$ cat src/rtl/shift_reg_univ.sv
// -----------------------------------------------------------------------------
// shift_reg_univ
// Universal shift register with single-step operation and a counted burst
// engine. A single step applies the live mode once when en is high. A burst
// is requested with a one-cycle start pulse. It captures mode and count, then
// applies that captured mode once per cycle until the count is used up.
//
// Parameters
//   WIDTH  register width in bits (2 or more)
//   CNT_W  burst-count width in bits
//
// Ports
//   clk    clock, all state changes on the rising edge
//   rst    synchronous active-high reset
//   en     single-step enable (honoured only when idle and start is low)
//   mode   operation select:
//            000 hold, 001 shl, 010 shr, 011 load, 100 rol, 101 ror,
//            110 asr, 111 clear
//   in     serial data in
//   pin    parallel load data
//   start  burst request pulse
//   count  burst length, sampled with start
//   q      register contents
//   out_l  q msb
//   out_r  q lsb
//   busy   burst in progress
//   done   one-cycle pulse when a burst (or a rejected start) completes
// -----------------------------------------------------------------------------
module shift_reg_univ #(
    parameter int WIDTH = 8,
    parameter int CNT_W = 4
) (
    input  logic             clk,
    input  logic             rst,
    input  logic             en,
    input  logic [2:0]       mode,
    input  logic             in,
    input  logic [WIDTH-1:0] pin,
    input  logic             start,
    input  logic [CNT_W-1:0] count,
    output logic [WIDTH-1:0] q,
    output logic             out_l,
    output logic             out_r,
    output logic             busy,
    output logic             done
);

    typedef enum logic {
        IDLE,
        RUN
    } state_e;

    state_e           state_q, state_d;
    logic [WIDTH-1:0] data_q, data_d;
    logic [2:0]       modeLat_q, modeLat_d;
    logic [CNT_W-1:0] remain_q, remain_d;
    logic             done_q, done_d;

    // One application of an operation to the current register value.
    function automatic logic [WIDTH-1:0] applyOp(
        input logic [2:0]       op,
        input logic [WIDTH-1:0] cur,
        input logic             serIn,
        input logic [WIDTH-1:0] par
    );
        logic [WIDTH-1:0] res;
        case (op)
            3'b001:  res = {cur[WIDTH-2:0], serIn};
            3'b010:  res = {serIn, cur[WIDTH-1:1]};
            3'b011:  res = par;
            3'b100:  res = {cur[WIDTH-2:0], cur[WIDTH-1]};
            3'b101:  res = {cur[0], cur[WIDTH-1:1]};
            3'b110:  res = {cur[WIDTH-1], cur[WIDTH-1:1]};
            3'b111:  res = '0;
            default: res = cur;
        endcase
        return res;
    endfunction

    // Only the shift and rotate modes make sense to repeat. Hold, load and
    // clear are refused as bursts.
    function automatic logic burstable(input logic [2:0] op);
        return (op == 3'b001) || (op == 3'b010) || (op == 3'b100) ||
               (op == 3'b101) || (op == 3'b110);
    endfunction

    // State register. Reset wins over everything, including an active burst,
    // and it also kills any pending done pulse.
    always_ff @(posedge clk) begin
        if (rst) begin
            state_q   <= IDLE;
            data_q    <= '0;
            modeLat_q <= '0;
            remain_q  <= '0;
            done_q    <= 1'b0;
        end else begin
            state_q   <= state_d;
            data_q    <= data_d;
            modeLat_q <= modeLat_d;
            remain_q  <= remain_d;
            done_q    <= done_d;
        end
    end

    // Next-state logic. While idle, start takes precedence over en and leaves
    // q untouched in its own cycle. While running, all request inputs are
    // ignored. The edge that consumes the last count returns to IDLE and
    // raises done for the following cycle.
    always_comb begin
        state_d   = state_q;
        data_d    = data_q;
        modeLat_d = modeLat_q;
        remain_d  = remain_q;
        done_d    = 1'b0;
        case (state_q)
            IDLE: begin
                if (start) begin
                    modeLat_d = mode;
                    remain_d  = count;
                    if ((count != '0) && burstable(mode)) begin
                        state_d = RUN;
                    end else begin
                        done_d = 1'b1;
                    end
                end else if (en) begin
                    data_d = applyOp(mode, data_q, in, pin);
                end
            end
            RUN: begin
                data_d = applyOp(modeLat_q, data_q, in, pin);
                if (remain_q != '0) begin
                    remain_d = remain_q - CNT_W'(1);
                end
                if (remain_q <= CNT_W'(1)) begin
                    state_d = IDLE;
                    done_d  = 1'b1;
                end
            end
            default: begin
                state_d = IDLE;
            end
        endcase
    end

    assign q     = data_q;
    assign out_l = data_q[WIDTH-1];
    assign out_r = data_q[0];
    assign busy  = (state_q == RUN);
    assign done  = done_q;

endmodule

$ cat config.mk
export PLATFORM = sky130hd
export DESIGN_NAME = shift_reg_univ
export DESIGN_NICKNAME = d
export VERILOG_FILES = /design/src/rtl/shift_reg_univ.sv
export SDC_FILE = /design/constraint.sdc
export NUM_CORES = 1
export LEC_CHECK = 0
export CORE_ASPECT_RATIO = 1.75
export CORE_MARGIN = 4
export CORE_UTILIZATION = 50
export DETAILED_ROUTE_END_ITERATION = 12
export DONT_BUFFER_PORTS = 1
export HOLD_SLACK_MARGIN = 0.12
export SYNTH_ARGS = -nofsm -noshare
export SYNTH_HDL_FRONTEND = slang
export SYNTH_SLANG_ARGS = --single-unit
$ cat constraint.sdc
create_clock -name clk -period 2.25 [get_ports clk]
set_input_delay 0.675 -clock clk [delete_from_list [all_inputs] [get_ports clk]]
set_output_delay 0.675 -clock clk [all_outputs]
set_load 0.01 [all_outputs]
**Word level (Yosys, flattened, before mapping)**

Cells that the tools add are included.

- Equal/unequal tests: 24
- Muxes and demuxes: 16
- Shift-type cells: 0
- $mul: 0
- Add/sub/neg operators: 1
- Bitwise operators: 1
- Reductions and logical operators: 11
- Order comparisons: 1
- Divide/modulo/power cells: 0

Operators by type and width:

| cell | number |
|---|---|
| case mux 8 bit (7 select lines) | 2 |
| equality test 3 bit (second input constant) | 8 |
| 2-to-1 mux 8 bit | 2 |
| case mux 8 bit (2 select lines) | 1 |
| equality test 3 x 2 -> 1 bit (second input constant) | 4 |
| inequality test 2 bit (second input constant) | 5 |
| 2-to-1 mux 4 bit | 2 |
| inequality test 8 x 1 -> 1 bit (second input constant) | 1 |
| inequality test 8 x 6 -> 1 bit (second input constant) | 1 |
| case mux 4 bit (2 select lines) | 1 |
| nonzero test 4 bit | 2 |
| inequality test 7 x 1 -> 1 bit (second input constant) | 1 |
| inequality test 7 x 5 -> 1 bit (second input constant) | 1 |
| equality test 3 x 1 -> 1 bit (second input constant) | 2 |
| 2-to-1 mux 1 bit | 6 |
| AND reduction 6 bit | 1 |
| <= comparator 4 x 1 -> 1 bit (second input constant) | 1 |
| logical OR 1 bit | 4 |
| case mux 1 bit (2 select lines) | 2 |
| AND reduction 2 bit | 2 |
| AND reduction 4 bit | 1 |
| subtractor 4 x 1 -> 4 bit (second input constant) | 1 |
| inequality test 2 x 1 -> 1 bit (second input constant) | 1 |
| logical AND 1 bit | 1 |
| inverter 1 bit | 1 |

- Word-level logic and storage cells: 60
- Input port bits: 20
- Output and inout bits: 12
- Latch bits: 0
- Register bits: 17
- Memory bits (read-only): 0
- Memory bits (writable): 0
- Memories: 0

**Longest topological paths before layout**

Gate-level depths: netlist (run 1).

- Word-level depth: 9
- Mapped depth: 7
- Gate-level depth less buffers: 7

**Least setup slack after synthesis (run 1)**

No wires, ideal clock.

- Path type: in2reg
- From: in mode[0]
- To: reg data_q[6] (netlist: q[6])
- Path slack: 0.373 ns
- Data arrival time: 1.760 ns
- Library setup time: 0.117 ns
- Stages: 5
- Required time: 2.133 ns
- Buffers on the path: 0
- Cell sequence: or3_4 -> a32o_2 -> nand2b_4 -> a31oi_1 -> a32o_1

- Word-level cells in the longest chain between the ends: 5
- Elaborated cells on any way between the ends: 13
- Classes of those cells: 8 x eq/ne; 4 x mux; 1 x reduce/logical

RTL lines:

| what | RTL line | text |
|---|---|---|
| start: declaration | 36 | `input logic [2:0] mode,` |
| equality test 3 bit, or another cell as far along | 67 | `case (op)` |
| case mux 8 bit (7 select lines) | 67 |  |
| 2-to-1 mux 8 bit | 125 | `end else if (en) begin` |
| 2-to-1 mux 8 bit | 117 | `if (start) begin` |
| case mux 8 bit (2 select lines) | 115 | `case (state_q)` |
| end signal: assignment | 98 | `data_q <= data_d;` |
| end: declaration | 54 | `logic [WIDTH-1:0] data_q, data_d;` |

Parallel ways exist; a longest one is shown, timed or not. The select of a mux whose other input is x is not followed.
A chain may end at the register's enable or synchronous reset.

**Worst setup path in the final report (run 1)**

- From: reg modeLat_q[1]
- To: reg data_q[7] (netlist: q[7])

- Word-level cells in the longest chain between the ends: 3
- Elaborated cells on any way between the ends: 12
- Classes of those cells: 9 x eq/ne; 2 x mux; 1 x reduce/logical

RTL lines:

| what | RTL line | text |
|---|---|---|
| start: declaration | 55 | `logic [2:0] modeLat_q, modeLat_d;` |
| start signal: assignment | 99 | `modeLat_q <= modeLat_d;` |
| equality test 3 bit, or another cell as far along | 67 |  |
| case mux 8 bit (7 select lines), or another cell as far along | 67 |  |
| case mux 8 bit (2 select lines) / AND reduction 6 bit (equally long branches) | n/a |  |

Parallel ways exist; a longest one is shown, timed or not.

==> flow_summary.yaml, run 1 <==
outcome:
  status: "complete, no violations"
sta:
  maxSlewHeadroom: 0.611
  hold_violations: 0
  slew_viol_final: 0
  tightest_slew_ps: 568
  setup_violations: 0
  worst_clock_skew_ps: 8.37
  rsz0062_at_grt: "no"
  post-route-period-util: 0.842
  holdWs_ps: 473
  setup_tns_ps: 0
  fin_crit_ps: 1900
  max_freq_ghz: 0.528
  layout_setup_ws_ps: 355
place:
  portBuffers: 0
  placedCellCount: 212
  pre_cts_slack_ps: 305
  hpwl_um: 3390
  globalplace.congestion: 0.930
logic_synthesis:
  netlist_instances: 194
  synthTopCellsByCount: "nand2_1 (28), dfxtp_1 (17), nor2_1 (17), o21ai_0 (16), a21oi_1 (12)"
  synth_ff_type: "dfxtp_1"
  synth_cell_type_count: 49
  synth_edf_count: 0
  synth_top_area_cell: "dfxtp_1"
  yosys.area.top_type_share: 0.239
  syn_avg_cell_area_um2: 7.33
  yosys-top-cells-area: "dfxtp_1 (24%), nand2_1 (7.4%), a221oi_1 (6.8%)"
  seq_area_frac_synth: 0.239
  synthArstFlopShare: 0
  synthMostInstantiatedCell: "nand2_1"
  syn_area_mm2: 0.00142
  yosys_warnings: 0
  synth_nets: 216
  synth_seq_cells: 17
clock_tree:
  cts_buffer_depth: 2
  cts_hold_buf: 0
  clk_pin_slew_ps: 80
  clock_latency_ps: 260
  clockRootBuffer: "clkbuf_8"
  cts_tree: "built"
  cts.sinks: 17
  cts_max_level: 1
  cts_buffers: 3
  cts_setup_buffers: 0
  cts_resized: 0
setup_path:
  cp_slowest_stage_delay_ps: 680
  path_cells: "inv_1, a2111oi_0, nor3_1, o311ai_1, mux2i_1"
  worstPathRequired_ps: 2380
  crit_fanout: 15
  start_kind: "flip-flop"
  cp_slowest_cell: "dfxtp_1"
  crit_type: "reg -> reg"
  end_kind: "flip-flop"
  arrival_ps: 2030
route:
  vias_per_cell: 6.96
  wl_per_cell_um: 20.6
  drt_iter0_markers: 101
  drc: 0
  firstDrtPassIters: 4
  drt-total-wl_um: 4450
  ant_nets: 0
  vias: 1504
layout:
  syn_to_final_growth_pct: 2.90
  nets: 212
  diodes: 0
  fin_cells: 216
  drive_above_1_share: 0.0952
power:
  pwr-share-clk: 0.284
  switching_share: 0.353
  p_per_area_mw_per_mm2: 591
  max-vdd-ir-drop_uv: 586
  p_seq_frac: 0.439
  internal_power_uw: 560
  switchingPower_uw: 306
  power_leakage_uw: 0.000530
  share_comb_of_total_power: 0.277
global_route:
  grt_overflow: 0
  grt_pass1_vias: 1470
  antenna_found_initial: 0
  grtUsageTotal: 0.240
  grt_first_pass_wirelength_um: 7110
  grt_max_degree: 19
floorplanning:
  rows: 25
  dieWidth_um: 48.3
  initial_core_util: 0.523
  coreArea_mm2: 0.00272
  die_h_um: 78.6
  io_pins: 32
  die_area_mm2: 0.00380
run:
  drv_cap: 0
worst_hold_path:
  hold_class: "in -> reg"
placed cells by master, fill, tap and decap left out, types with 2 or more instances in the layout:
master    instances
nand2_1          28
nor2_1           17
dfxtp_1          17
o21ai_0          16
a21oi_1          12
a221oi_1         11
a31oi_1           8
inv_1             7
buf_4             7
nand2b_1          6
mux2i_1           5
nor3_1            4
nor2b_1           4
o22ai_1           4
and3b_1           3
a32o_1            3
clkbuf_8          3
nor4_1            2
or3_1             2
xor2_1            2
ha_1              2
metal layers:
layer,GRT usage,share of wire,routed length [µm]
met1,0.225,0.35,1550
met2,0.455,0.56,2490
met3,0.0588,0.058,257
met4,0.125,0.036,160
met5,0,0,0
worst paths after layout:
kind	start	to	slack [ps]	cells after the start
max	modeLat_q[1]	q[7]	350	5
min	rst	remain_q[3]	470	1
max reg2reg	modeLat_q[1]	q[7]	350	5
min reg2reg	remain_q[1]	remain_q[1]	520	2
cell families (layout without fill, tap and decap cells):
family / after synthesis / in the layout / share of synthesized area
buffers and inverters: 23 / 18 / 0.0844
xor gates and xnor gates: 2 / 2 / 0.0123
DFF: 17 / 17 / 0.239
muxes: 5 / 5 / 0.0352
and+or+nand+nor: 76 / 76 / 0.276
adders and majority gates: 2 / 2 / 0.0176
AOI/OAI and AO/OA: 69 / 69 / 0.335
registers in the layout (all words and copies together) (netlist names):
name and count:
remain_q 4, busy 1, modeLat_q 3, q 8, done 1
worst max-delay path, delay by kind of cell, from the launching register on:
family,cells,cell delay (ps)
DFF,1,680
and+or+nand+nor,1,110
AOI/OAI and AO/OA,2,680
muxes,1,110
buffers and inverters,1,180
power groups by stage:
stage | Combinational [µW] | Sequential (µW) | Clock (µW)
after floorplan | 207 | 366 | 0
after global placement | 236 | 385 | 0
after detailed placement | 238 | 386 | 0
after CTS | 239 | 379 | 244
after global routing | 269 | 384 | 255
final | 240 | 380 | 246
through the flow:
stage | power (µW) | utilization | cell area [µm²]
final | 866 | 0.538 | 1460
after global routing | 909 | 0.538 | 1460
after CTS | 862 | 0.538 | 1460
after detailed placement | 624 | 0.520 | 1420
after global placement | 621 | 0.520 | 1420
after floorplan | 573 | - | 1420
final cells by class:
type | instances | area [µm²]
clock buffer | 3 | 41.3
clock inverter | 1 | 7.51
fill | 273 | 1260
inverter | 7 | 26.3
multi-input combinational | 154 | 962
sequential | 17 | 340
tap | 27 | 33.8
timing repair buffer | 7 | 52.6
(Power assumes the default switching activity.)
==> run 2: changes to the inputs <==
==> constraint.sdc (replaced) <==
create_clock -name clk -period 1.8 [get_ports clk]
set_input_delay 0.54 -clock clk [delete_from_list [all_inputs] [get_ports clk]]
set_output_delay 0.54 -clock clk [all_outputs]
set_load 0.01 [all_outputs]
==> flow_summary.yaml, run 2 (same netlist as run 1, synthesis figures left out) <==
clock_tree:
  cts.sinks: 17
  cts_buffers: 3
  cts_hold_buf: 0
  cts_max_level: 1
  clock_latency_ps: 260
  cts_resized: 0
  clockRootBuffer: "clkbuf_8"
  cts_setup_buffers: 0
  cts_tree: "built"
  cts_buffer_depth: 2
  clk_pin_slew_ps: 70
power:
  internal_power_uw: 714
  share_comb_of_total_power: 0.300
  p_per_area_mw_per_mm2: 721
  power_leakage_uw: 0.000562
  pwr-share-clk: 0.273
  p_seq_frac: 0.426
  max-vdd-ir-drop_uv: 396
  switching_share: 0.342
  switchingPower_uw: 372
global_route:
  grtUsageTotal: 0.239
  antenna_found_initial: 0
  grt_first_pass_wirelength_um: 7410
  grt_max_degree: 19
  grt_pass1_vias: 1577
  grt_overflow: 0
route:
  drt_iter0_markers: 63
  vias: 1579
  drc: 0
  vias_per_cell: 7.11
  firstDrtPassIters: 4
  ant_nets: 0
  drt-total-wl_um: 4500
  wl_per_cell_um: 20.3
place:
  pre_cts_slack_ps: 18.0
  hpwl_um: 3370
  portBuffers: 0
  globalplace.congestion: 0.942
  placed_area_mm2: 0.00146
setup_path:
  crit_fanout: 10
  worstPathRequired_ps: 1950
  arrival_ps: 1830
  crit_type: "reg -> reg"
  start_kind: "flip-flop"
  end_kind: "flip-flop"
  cp_slowest_stage_delay_ps: 450
  path_cells: "or3_1, a32o_2, nand2b_4, a21oi_1, a32o_1"
  cp_slowest_cell: "or3_1"
sta:
  layout_setup_ws_ps: 121
  rsz0062_at_grt: "no"
  setup_violations: 0
  tightest_slew_ps: 551
  hold_violations: 0
  maxSlewHeadroom: 0.633
  fin_crit_ps: 1680
  slew_viol_final: 0
  setup_tns_ps: 0
  max_freq_ghz: 0.596
  post-route-period-util: 0.933
  worst_clock_skew_ps: 3.50
layout:
  largest_reg_flops: 8
  diodes: 0
  drive_above_1_share: 0.118
  mostFrequentLayoutCells: "nand2_1 (28), nor2_1 (17), dfxtp_1 (17)"
  syn_to_final_growth_pct: 5.80
  stdcell_area_mm2: 0.00151
  nets: 218
  final_common_cell: "nand2_1"
floorplanning:
  coreArea_mm2: 0.00272
  io_pins: 32
  rows: 25
  dieWidth_um: 48.3
  die_area_mm2: 0.00380
  initial_core_util: 0.523
  die_h_um: 78.6
run:
  drv_cap: 0
worst_hold_path:
  hold_class: "in -> reg"
outcome:
  status: "complete, no violations"
==> run 2: layout make-up <==
cell class	count	area, µm²
fill	279	1220
multi-input combinational	154	962
sequential	17	340
timing repair buffer	13	97.6
clock buffer	4	45.0
tap	27	33.8
inverter	7	26.3
==> run 2: worst paths after layout <==
check	start	to	slack [ps]	cells after the start
hold reg to reg	remain_q[1]	remain_q[1]	510	2
hold / removal	rst	remain_q[1]	340	1
setup / recovery	modeLat_q[0]	q[5]	120	5
setup reg to reg	modeLat_q[0]	q[5]	120	5
==> run 2: stage by stage <==
stage	instances	power, µW	hold slack, ps	util
finish	222	1090	344	0.553
global route	222	1150	342	0.553
CTS	222	1080	344	0.553
detailed placement	218	792	502	0.537
global placement	218	786	503	0.537
floorplan	194	716	475	-
==> run 2: per-layer routing <==
metal	vias up	global-route usage	share of wire
li1	728	-	-
met1	771	0.235	0.34
met2	60	0.438	0.54
met5	-	0	0
met3	20	0.0550	0.069
met4	0	0.141	0.043
==> run 2: worst max-delay path, delay by kind of cell, from the launching register on <==
family             cells  cell delay, ps
AOI/OAI and AO/OA      3             610
DFF                    1             410
and+or+nand+nor        2             550
==> run 2: power by group through the flow <==
stage / Sequential [µW] / Combinational (µW) / Clock (µW)
6_report: 463 / 326 / 297
3_3_place_gp: 469 / 317 / 0
2_1_floorplan: 457 / 259 / 0
3_5_place_dp: 470 / 322 / 0
4_1_cts: 461 / 324 / 298
5_1_grt: 468 / 363 / 319
